[config.mk]
export PLATFORM = sky130hd
export DESIGN_NAME = pixel_readout
export DESIGN_NICKNAME = d
export VERILOG_FILES = /design/src/rtl/pixel_readout_pkg.sv /design/src/rtl/pixel_row_serializer.sv /design/src/rtl/pixel_readout.sv
export SDC_FILE = /design/constraint.sdc
export NUM_CORES = 1
export LEC_CHECK = 0
export BUFFER_PORTS_ARGS = -buffer_cell sky130_fd_sc_hd__buf_2
export CAP_MARGIN = 20
export CORE_ASPECT_RATIO = 0.6
export CORE_UTILIZATION = 48
export DETAILED_ROUTE_END_ITERATION = 12
export GPL_TIMING_DRIVEN = 0
export PLACE_DENSITY = 0.83
export SLEW_MARGIN = 20
export SYNTH_ARGS = -nofsm -noshare
export SYNTH_HDL_FRONTEND = slang
export SYNTH_SLANG_ARGS = --single-unit
[constraint.sdc]
create_clock -name clk -period 1.85 [get_ports clk]
set_clock_uncertainty 0.05 [all_clocks]
set_input_delay 0.0925 -clock clk [delete_from_list [all_inputs] [get_ports clk]]
set_output_delay 0.0925 -clock clk [all_outputs]
set_load 0.01 [all_outputs]
[src/rtl/pixel_readout_pkg.sv]
// Shared types for the pixel array readout path: pixel/row types and readout FSM states.
// Array geometry defaults live here so the top and the serializer agree on them.
package pixel_readout_pkg;

    localparam int PIXEL_ARRAY_HEIGHT = 2;
    localparam int PIXEL_ARRAY_WIDTH  = 2;

    typedef logic [7:0] pixel_t;
    typedef pixel_t [PIXEL_ARRAY_WIDTH-1:0] pixel_row_t;

    typedef enum logic [2:0] {
        RO_IDLE,
        RO_SELECT,
        RO_CAPTURE,
        RO_SHIFT,
        RO_DONE
    } readout_state_t;

    // Counter width that never collapses to zero bits for degenerate sizes.
    function automatic int clog2_min1(input int n);
        return (n > 1) ? $clog2(n) : 1;
    endfunction

endpackage

[src/rtl/pixel_row_serializer.sv]
// Holds one captured row and presents its pixels, col 0 first, on a valid/ready byte stream.
// row_done marks the handshake of the final column.
module pixel_row_serializer
    import pixel_readout_pkg::*;
#(
    parameter int  WIDTH = PIXEL_ARRAY_WIDTH,
    localparam int COL_W = clog2_min1(WIDTH)
) (
    input  logic               clk,
    input  logic               reset,
    input  logic               load,
    input  logic [WIDTH*8-1:0] row_data,
    input  logic               ready,
    output logic               valid,
    output logic [7:0]         data,
    output logic [COL_W-1:0]   col,
    output logic               row_done
);

    pixel_t [WIDTH-1:0] row_buf_q;
    logic [COL_W-1:0]   col_q;
    logic               valid_q;
    logic               last_col;

    assign last_col = (col_q == COL_W'(WIDTH - 1));

    always_ff @(posedge clk or posedge reset) begin
        if (reset) begin
            row_buf_q <= '0;
            col_q     <= '0;
            valid_q   <= 1'b0;
        end else if (load) begin
            row_buf_q <= row_data;
            col_q     <= '0;
            valid_q   <= 1'b1;
        end else if (valid_q && ready) begin
            if (last_col) begin
                valid_q <= 1'b0;
            end else begin
                col_q <= col_q + 1'b1;
            end
        end
    end

    assign valid    = valid_q;
    assign data     = row_buf_q[col_q];
    assign col      = col_q;
    assign row_done = valid_q && ready && last_col;

endmodule

[src/rtl/pixel_readout.sv]
// Frame readout: selects each array row, waits for the column bus to settle, captures it and
// streams the pixels. Define PIXEL_READOUT_CHECKSUM_EN to append an XOR checksum beat per frame.
module pixel_readout
    import pixel_readout_pkg::*;
#(
    parameter int  HEIGHT        = PIXEL_ARRAY_HEIGHT,
    parameter int  WIDTH         = PIXEL_ARRAY_WIDTH,
    parameter int  SETTLE_CYCLES = 2,
    localparam int ROW_W         = clog2_min1(HEIGHT)
) (
    input  logic               clk,
    input  logic               reset,
    input  logic               start_i,
    output logic               busy_o,
    output logic               done_o,
    output logic [HEIGHT-1:0]  read_o,
    input  logic [WIDTH*8-1:0] row_data_i,
    output logic [7:0]         pix_data_o,
    output logic               pix_valid_o,
    input  logic               pix_ready_i,
    output logic               pix_first_o,
    output logic               pix_last_o,
    output logic [ROW_W-1:0]   pix_row_o,
    output logic [2:0]         state_o
);

    localparam int COL_W = clog2_min1(WIDTH);
    localparam int SET_W = clog2_min1(SETTLE_CYCLES);

    readout_state_t   state_q, state_d;
    logic [ROW_W-1:0] row_q;
    logic [SET_W-1:0] settle_q;
    logic             last_row;
    logic             settled;
    logic             start_accept;

    logic             ser_valid;
    logic [7:0]       ser_data;
    logic [COL_W-1:0] ser_col;
    logic             ser_row_done;

    assign last_row     = (row_q == ROW_W'(HEIGHT - 1));
    assign settled      = (settle_q == SET_W'(SETTLE_CYCLES - 1));
    assign start_accept = (state_q == RO_IDLE) && start_i;

    pixel_row_serializer #(.WIDTH(WIDTH)) u_serializer (
        .clk      (clk),
        .reset    (reset),
        .load     (state_q == RO_CAPTURE),
        .row_data (row_data_i),
        .ready    (pix_ready_i),
        .valid    (ser_valid),
        .data     (ser_data),
        .col      (ser_col),
        .row_done (ser_row_done)
    );

`ifdef PIXEL_READOUT_CHECKSUM_EN
    logic [7:0] csum_q;
    logic       trailer_q;

    always_ff @(posedge clk or posedge reset) begin
        if (reset) begin
            csum_q    <= '0;
            trailer_q <= 1'b0;
        end else begin
            if (start_accept) begin
                csum_q <= '0;
            end else if (ser_valid && pix_ready_i) begin
                csum_q <= csum_q ^ ser_data;
            end
            // The trailer beat follows the final pixel of the last row.
            if (state_q == RO_SHIFT && ser_row_done && last_row) begin
                trailer_q <= 1'b1;
            end else if (trailer_q && pix_ready_i) begin
                trailer_q <= 1'b0;
            end
        end
    end

    assign pix_valid_o = ser_valid | trailer_q;
    assign pix_data_o  = trailer_q ? csum_q : ser_data;
    assign pix_last_o  = trailer_q;
`else
    assign pix_valid_o = ser_valid;
    assign pix_data_o  = ser_data;
    assign pix_last_o  = ser_valid && last_row && (ser_col == COL_W'(WIDTH - 1));
`endif

    assign pix_first_o = ser_valid && (row_q == '0) && (ser_col == '0);
    assign pix_row_o   = row_q;
    assign state_o     = state_q;

    always_ff @(posedge clk or posedge reset) begin
        if (reset) begin
            state_q <= RO_IDLE;
        end else begin
            state_q <= state_d;
        end
    end

    always_comb begin
        state_d = state_q;
        busy_o  = (state_q != RO_IDLE) && (state_q != RO_DONE);
        done_o  = (state_q == RO_DONE);
        read_o  = '0;
        unique case (state_q)
            RO_IDLE: begin
                if (start_i) state_d = RO_SELECT;
            end
            RO_SELECT: begin
                read_o = HEIGHT'(1) << row_q;
                if (settled) state_d = RO_CAPTURE;
            end
            RO_CAPTURE: begin
                read_o  = HEIGHT'(1) << row_q;
                state_d = RO_SHIFT;
            end
            RO_SHIFT: begin
`ifdef PIXEL_READOUT_CHECKSUM_EN
                if (trailer_q) begin
                    if (pix_ready_i) state_d = RO_DONE;
                end else if (ser_row_done && !last_row) begin
                    state_d = RO_SELECT;
                end
`else
                if (ser_row_done) state_d = last_row ? RO_DONE : RO_SELECT;
`endif
            end
            RO_DONE: begin
                state_d = RO_IDLE;
            end
            default: begin
                state_d = RO_IDLE;
            end
        endcase
    end

    always_ff @(posedge clk or posedge reset) begin
        if (reset) begin
            row_q    <= '0;
            settle_q <= '0;
        end else begin
            if (start_accept) begin
                row_q    <= '0;
                settle_q <= '0;
            end
            if (state_q == RO_SELECT) begin
                settle_q <= settled ? '0 : settle_q + 1'b1;
            end
            if (state_q == RO_SHIFT && ser_row_done && !last_row) begin
                row_q <= row_q + 1'b1;
            end
        end
    end

endmodule

==> results.json, run 1 <==
{
  "syn_inst": 84,
  "drtIter0Drc": 22,
  "drc": 0,
  "cts_setup_buffers": 0,
  "post_cts_resized": 0,
  "wire_per_inst_um": 13.79,
  "hp-start": "row_data_i[5]",
  "hold_viol_final": 0,
  "startpoint": "u_serializer.col",
  "synth_compound_area_frac": 0.05568,
  "r2r-start": "state_o[2]",
  "mostFrequentLayoutCells": "buf_2, dfrtp_1, mux2_2",
  "final_common_cell": "buf_2",
  "insertedDiodeCount": 0,
  "layout-drive-gt1-share": 0.5984,
  "ant_nets": 0,
  "ys_ff_latch": 23,
  "clk_path_buf_depth": 2,
  "dp_cells": 152,
  "maxSlewHeadroom": 0.4327,
  "yosys.area_share.simple": 0.1024,
  "cp-start-kind": "flop",
  "clkTransAtPathRegs_ns": 0.08,
  "max_freq_ghz": 0.6238,
  "drv_slew": 0,
  "worst_slew_pin_slew_ns": 0.8500,
  "yosys_warnings": 0,
  "core_area_um2": 2180,
  "wl_mm": 2.165,
  "arrival_ns": 1.46,
  "total_power_uw": 2511,
  "synth_cell_types": 25,
  "antenna_found_initial": 0,
  "io_pins": 39,
  "synthMuxAreaShare": 0.2673,
  "power_leakage_uw": 0.0006813,
  "pre_cts_ws_ns": 0.3394,
  "status": "finished, final reports clean",
  "rsz0062_at_grt": "no",
  "synth_top_family_by_area": "multiplexers",
  "crit_fanout": 10,
  "die_h_um": 39.48,
  "ys_seq_area_frac": 0.5122,
  "numClockSinks": 23,
  "endpoint_kind": "output pin",
  "cap_violations": 0,
  "via_count": 783,
  "port_buffers": 38,
  "syn_nets": 104,
  "dr.pass1.iters": 4,
  "synthAdderAreaFrac": 0,
  "layout_setup_ws_ns": 0.2468,
  "final_util": 0.6452,
  "grt_use_total": 0.2054,
  "final.fill_count": 185,
  "grt_pass1_vias": 765,
  "cts_buffers": 3,
  "area_growth_pct": 25.17,
  "syn_area_um2": 1124,
  "cts_max_level": 1,
  "vias_per_cell": 4.987,
  "dp_hpwl_mm": 1.577,
  "whs_path_depth": 2,
  "grt_pass1_wl_mm": 3.629,
  "cts-root-buf": "clkbuf_8",
  "tns_ns": 0,
  "rows": 13,
  "fin_crit_sh": 0.8666,
  "dieArea_um2": 2545,
  "fp.dieW_um": 64.46,
  "r2r_cells": 4,
  "grt_start_max_net_pins": 24,
  "period_needed_ns": 1.603,
  "start_util": 0.5155,
  "peakVddDrop_uv": 853.4,
  "worstSetupPathType": "reg -> out",
  "cts_tree": "built",
  "clk_latency_ns": 0.26,
  "cp_data_required_time_ns": 1.71,
  "synth_xor_xnor_area_share": 0.007795,
  "setup_viol": 0,
  "gr-total-overflow": 0,
  "p_per_area_nw_per_um2": 1786,
  "fin_cells": 157,
  "holdCritPathClass": "in -> reg",
  "num-nets-final": 148,
  "gp_congestion": 0.6493,
  "synth.avg_cell_area_um2": 13.38
}
## per-layer routing
| metal | share of wire | routed length (µm) | track usage |
|---|---|---|---|
| met4 | 0.0097 | 21 | 0.07778 |
| met5 | 0 | 0 | 0 |
| met2 | 0.46 | 999 | 0.3447 |
| met1 | 0.49 | 1052 | 0.2564 |
| met3 | 0.042 | 92 | 0.06105 |
## synth_stat cells
| cell type | n | area share |
|---|---|---|
| dfrtp_1 | 23 | 0.51 |
| mux2_2 | 16 | 0.16 |
| mux2_4 | 8 | 0.11 |
| a21oi_1 | 5 | 0.022 |
| inv_1 | 4 | 0.013 |
| nor2_1 | 4 | 0.013 |
| nor3_1 | 3 | 0.013 |
| or2_2 | 3 | 0.017 |
| nand2_1 | 2 | 0.0067 |
| a211oi_1 | 1 | 0.0067 |
| a21o_2 | 1 | 0.0078 |
| a31o_2 | 1 | 0.0078 |
| and3_1 | 1 | 0.0056 |
| buf_12 | 1 | 0.018 |
| buf_2 | 1 | 0.0045 |
| buf_4 | 1 | 0.0067 |
| clkbuf_8 | 1 | 0.012 |
| nand2b_4 | 1 | 0.012 |
| nand3_1 | 1 | 0.0045 |
| nand4_1 | 1 | 0.0056 |
| nor2_8 | 1 | 0.018 |
| nor3b_1 | 1 | 0.0067 |
| o21a_1 | 1 | 0.0067 |
| o21ai_0 | 1 | 0.0045 |
| xnor2_1 | 1 | 0.0078 |
## logic make-up (layout without fill, tap and decap cells)
family,count (synthesis),after routing
muxes,24,24
DFF,23,23
and+or+nand+nor,18,18
AOI/OAI and AO/OA,10,10
buffers and inverters,8,51
xor gates and xnor gates,1,1
## metrics by stage
step / hold slack (ns) / area (µm²)
floorplan: 0.04442 / 1124
global placement: 0.2394 / 1351
detailed placement: 0.2544 / 1351
CTS: 0.007663 / 1406
global route: 0.01120 / 1406
finish: 0.008553 / 1406
## critical path, stage by stage (launching register included)
cell and delay, ns:
dfrtp_1 0.39, buf_2 0.29, mux2_2 0.37, buf_2 0.14
## worst paths after layout
kind / end / slack (ns)
max: pix_data_o[3] / 0.25
min: u_serializer.row_buf_q[5] / 0.009
max reg2reg: u_serializer.row_buf_q[14] / 0.33
min reg2reg: u_serializer.row_buf_q[6] / 0.46
max in group asynchronous: u_serializer.row_buf_q[13] / 0.72
min in group asynchronous: u_serializer.row_buf_q[7] / 0.51
## sequential cells by signal (all words and copies together) (netlist names)
name,cells
u_serializer.row_buf_q,16
u_serializer.col,1
u_serializer.valid,1
pix_row_o,1
settle_q,1
state_o,3
## power breakdown
part	total [µW]	leakage (µW)	switching, µW	internal, µW
clock	302	0.0000228	149	153
combinational	1310	0.000389	586	728
sequential	895	0.000270	145	750
## cell type report
cell class / instances / area, µm² / share of cell area
timing repair buffer: 39 / 200.2 / 0.1423
sequential: 23 / 575.6 / 0.4093
multi-input combinational: 53 / 486.7 / 0.3461
clock buffer: 4 / 45.04 / 0.03203
buffer: 4 / 46.29 / 0.03292
inverter: 4 / 15.01 / 0.01068
tap: 30 / 37.54 / 0.02669
## repair_timing
action,in CTS,in global routing
setup endpoints to repair,0,0
hold buffers,1,0
hold endpoints to repair,23,0
No activity file was read; power rests on OpenSTA's default activity.
==> run 2, diff against run 1 <==
CELL_PAD_IN_SITES_DETAIL_PLACEMENT = 0   (was default)
CELL_PAD_IN_SITES_GLOBAL_PLACEMENT = 2   (was default)
CORE_UTILIZATION = 31   (was 48)
GPL_TIMING_DRIVEN = 1   (was 0)
SLEW_MARGIN = default   (was 20)
==> run 2 against run 1 <==
Non-clock buffer count is 2 lower. First-iteration DRC count grew 95%. Design area shrank 0.62%. Combinational power down 12%. Critical path type unchanged. Critical endpoint unchanged. Largest cell class unchanged.
==> results.json, run 2 (same netlist as run 1, synthesis figures left out) <==
{
  "holdCritPathClass": "in -> reg",
  "rrSetupSlack_ns": 0.30,
  "via_count": 763,
  "fp.dieW_um": 79.72,
  "final_area_um2": 1398,
  "max_stage_delay_ns": 0.66,
  "num-nets-final": 146,
  "final.fill_count": 334,
  "clkTransAtPathRegs_ns": 0.08,
  "area_growth_pct": 24.39,
  "die_h_um": 48.64,
  "tns_ns": 0,
  "vias_per_cell": 4.488,
  "status": "finished, final reports clean",
  "post_cts_resized": 0,
  "cp-start-kind": "flop",
  "cts_buffers": 3,
  "period_needed_ns": 1.609,
  "critPathTopFamily": "flip-flops",
  "cts_max_level": 1,
  "port_buffers": 38,
  "drtIter0Drc": 43,
  "drv_slew": 0,
  "insertedDiodeCount": 0,
  "timing.critical_path.buf_inv": 1,
  "cp_data_required_time_ns": 1.71,
  "final_common_cell": "buf_2",
  "antenna_found_initial": 0,
  "setup_viol": 0,
  "drc": 0,
  "rsz0062_at_grt": "no",
  "gp_congestion": 0.7605,
  "numClockSinks": 23,
  "worstSetupPathType": "reg -> out",
  "cp_slowest_cell": "dfrtp_1",
  "holdWs_ns": 0.01203,
  "dieArea_um2": 3877,
  "ant_nets": 0,
  "start_util": 0.3341,
  "arrival_ns": 1.47,
  "wl_mm": 2.220,
  "placed_area_um2": 1331,
  "clk_path_buf_depth": 2,
  "peakVddDrop_uv": 528.6,
  "endpoint_kind": "output pin",
  "dp_hpwl_mm": 1.644,
  "core_area_um2": 3363,
  "grt_pass1_wl_mm": 3.857,
  "mostFrequentLayoutCells": "buf_2, dfrtp_1, mux2_2",
  "crit_chain": "mux2_2 -> buf_2",
  "p_per_area_nw_per_um2": 1739,
  "cts-root-buf": "clkbuf_8",
  "largest_register": "u_serializer.row_buf_q",
  "cap_violations": 0,
  "grt_start_max_net_pins": 19,
  "layout-drive-gt1-share": 0.5920,
  "grt_use_total": 0.1335,
  "cts_tree": "built",
  "wire_per_inst_um": 13.06,
  "crit_fanout": 13,
  "clk_latency_ns": 0.26,
  "maxSlewHeadroom": 0.6649,
  "grt_pass1_vias": 767,
  "power_leakage_uw": 0.0006690,
  "largest_register_ffs": 16,
  "rows": 16,
  "gr-total-overflow": 0,
  "hold_viol_final": 0,
  "dr.pass1.iters": 3,
  "io_pins": 39,
  "fin_crit_sh": 0.8699,
  "worst_slew_pin_slew_ns": 0.5027,
  "max_freq_ghz": 0.6214
}
run 2: timing repair:
item	CTS	global route
hold buffers	2	0
hold endpoints to repair	7	0
setup buffers	0	0
run 2: layout make-up:
class / count / area, µm² / share of cell area
sequential: 23 / 575.6 / 0.4118
multi-input combinational: 53 / 486.7 / 0.3483
timing repair buffer: 41 / 217.7 / 0.1558
tap: 45 / 56.30 / 0.04029
clock buffer: 3 / 41.29 / 0.02954
inverter: 4 / 15.01 / 0.01074
clock inverter: 1 / 5.005 / 0.003581
run 2: worst paths after layout:
kind	startpoint	endpoint	depth (start not counted)
min in group asynchronous	reset	u_serializer.row_buf_q[8]	3
setup / recovery	u_serializer.col	pix_data_o[3]	2
max in group asynchronous	reset	u_serializer.row_buf_q[9]	4
hold / removal	row_data_i[14]	u_serializer.row_buf_q[14]	2
setup reg to reg	state_o[2]	u_serializer.row_buf_q[8]	3
hold reg to reg	u_serializer.row_buf_q[10]	u_serializer.row_buf_q[10]	1
run 2: power by group:
part / switching (µW) / total, µW / leakage [µW] / internal [µW]
logic: 481 / 1150 / 0.000374 / 666
registers: 234 / 983 / 0.000270 / 748
clock network: 151 / 301 / 0.0000255 / 150
run 2: routing by layer:
| metal | routed length [µm] | share of wire | global-route usage |
|---|---|---|---|
| met4 | 43 | 0.019 | 0.06364 |
| met5 | 0 | 0 | 0 |
| met3 | 124 | 0.056 | 0.03774 |
| met1 | 1137 | 0.51 | 0.1881 |
| met2 | 914 | 0.41 | 0.1866 |
run 2: worst register-to-register path, stage by stage (launching register included):
cell	delay (ns)
dfrtp_1	0.46
nand2b_4	0.20
nor2_8	0.33
mux2_2	0.40
run 2: through the flow:
step / util / power (µW) / setup slack, ns / std cells
after floorplan: - / 1844 / 0.4342 / 84
after global placement: 0.3958 / 2109 / 0.3759 / 164
after detailed placement: 0.3958 / 2141 / 0.3149 / 164
after CTS: 0.4156 / 2462 / 0.2263 / 170
after global routing: 0.4156 / 2636 / 0.1357 / 170
final: 0.4156 / 2431 / 0.2407 / 170
==> run 3, diff against run 2 <==
clock period = 1.8 ns   (was 1.85 ns; I/O delays follow)
==> run 3 against run 2 <==
Utilization grew 0.89 points. Critical path type unchanged. Global-route usage hardly changed. Via count is 0.92% higher. Largest power group unchanged. Clock power grew 3%. Combinational power hardly changed. Worst hold slack about the same.
==> results.json, run 3 (same netlist as run 1, synthesis figures left out) <==
{
  "dr.pass1.iters": 3,
  "drtIter0Drc": 33,
  "antenna_found_initial": 0,
  "gp_congestion": 0.7605,
  "insertedDiodeCount": 0,
  "use_met3": 0.03774,
  "numClockSinks": 23,
  "final.fill_count": 339,
  "clk_latency_ns": 0.26,
  "port_buffers": 38,
  "worstSetupPathType": "reg -> out",
  "dieArea_um2": 3877,
  "grt_pass1_wl_mm": 3.877,
  "hold_viol_final": 0,
  "drc": 0,
  "crit_fanout": 13,
  "largest_register_ffs": 16,
  "fp.dieW_um": 79.72,
  "die_h_um": 48.64,
  "clkTransAtPathRegs_ns": 0.08,
  "max_stage_delay_ns": 0.66,
  "core_area_um2": 3363,
  "status": "finished, final reports clean",
  "cts-root-buf": "clkbuf_8",
  "grt_use_met1": 0.1869,
  "mostFrequentLayoutCells": "buf_2, dfrtp_1, mux2_2",
  "r2r_cells": 3,
  "fin_crit_sh": 0.8930,
  "grt_busiest_layer": "met2",
  "via_count": 770,
  "clk_path_buf_depth": 2,
  "cts_tree": "built",
  "crit_chain": "mux2_2 -> buf_2",
  "wire_per_inst_um": 13.03,
  "setup_viol": 0,
  "io_pins": 39,
  "post_cts_resized": 0,
  "final_common_cell": "buf_2",
  "grtUsageMet2": 0.1895,
  "grt_start_max_net_pins": 19,
  "endpoint_kind": "output pin",
  "power_leakage_uw": 0.0006815,
  "worst_slew_pin_slew_ns": 0.5033,
  "drv_slew": 0,
  "grt_use_total": 0.1339,
  "total_power_uw": 2503,
  "cts-hold-fix-buffers": 3,
  "cap_violations": 0,
  "max_freq_ghz": 0.6221,
  "holdWs_ns": 0.01177,
  "p_per_area_nw_per_um2": 1753,
  "layout-drive-gt1-share": 0.5781,
  "largest_register": "u_serializer.row_buf_q",
  "area_growth_pct": 27.06,
  "num-nets-final": 149,
  "cts_setup_buffers": 0,
  "peakVddDrop_uv": 549.9,
  "period_needed_ns": 1.607,
  "cts_max_level": 1,
  "rows": 16,
  "vias_per_cell": 4.451,
  "rsz0062_at_grt": "no",
  "tns_ns": 0,
  "cp_slowest_cell": "dfrtp_1",
  "maxSlewHeadroom": 0.6645,
  "cp_data_required_time_ns": 1.66,
  "whs_path_depth": 2,
  "cp-start-kind": "flop",
  "holdCritPathClass": "in -> reg",
  "wl_mm": 2.254,
  "ant_nets": 0,
  "gr-total-overflow": 0,
  "cts_buffers": 3,
  "start_util": 0.3341,
  "dp_hpwl_mm": 1.644,
  "arrival_ns": 1.47,
  "grt_pass1_vias": 772
}
-- run 3: cell count changes in the layout (fill, tap and decap cells not counted) --
cell / delta
dlygate4sd3_1: +3
-- run 3: metal layers --
metal  share of wire  up-vias
met4           0.019        0
met5               0        -
met1            0.52      364
met2            0.41       23
li1                -      379
met3           0.054        4
-- run 3: worst max-delay path, delay by kind of cell, from the launching register on --
| kind | cells | cell delay, ns |
|---|---|---|
| flops | 1 | 0.66 |
| mux | 1 | 0.40 |
| buf+inv | 1 | 0.14 |
-- run 3: path summary, 6_finish.rpt --
path                                             from                    endpoint  slack, ns
setup / recovery                     u_serializer.col               pix_data_o[3]       0.19
hold / removal                          row_data_i[4]   u_serializer.row_buf_q[4]       0.01
setup reg to reg                           state_o[2]   u_serializer.row_buf_q[8]       0.25
hold reg to reg            u_serializer.row_buf_q[10]  u_serializer.row_buf_q[10]       0.46
max in group asynchronous                       reset   u_serializer.row_buf_q[9]       0.97
min in group asynchronous                       reset   u_serializer.row_buf_q[8]       0.23
-- run 3: stage by stage --
step / util / cell area (µm²) / cells / worst slack [ns]
after floorplan: - / 1124 / 84 / 0.3842
after global placement: 0.3958 / 1331 / 164 / 0.3259
after detailed placement: 0.3958 / 1331 / 164 / 0.2649
after CTS: 0.4185 / 1408 / 171 / 0.1788
after global routing: 0.4245 / 1428 / 173 / 0.08823
final: 0.4245 / 1428 / 173 / 0.1926
-- run 3: layout make-up --
type                       count  area, µm²  area share
inverter                       4      15.01     0.01052
multi-input combinational     53      486.7      0.3409
clock buffer                   3      41.29     0.02892
tap                           45      56.30     0.03944
sequential                    23      575.6      0.4032
clock inverter                 1      5.005    0.003506
timing repair buffer          44      247.7      0.1735
-- run 3: power by group --
| group | switching, µW | internal, µW | total [µW] |
|---|---|---|---|
| clock network | 156 | 154 | 310 |
| logic | 494 | 689 | 1180 |
| registers | 241 | 769 | 1010 |
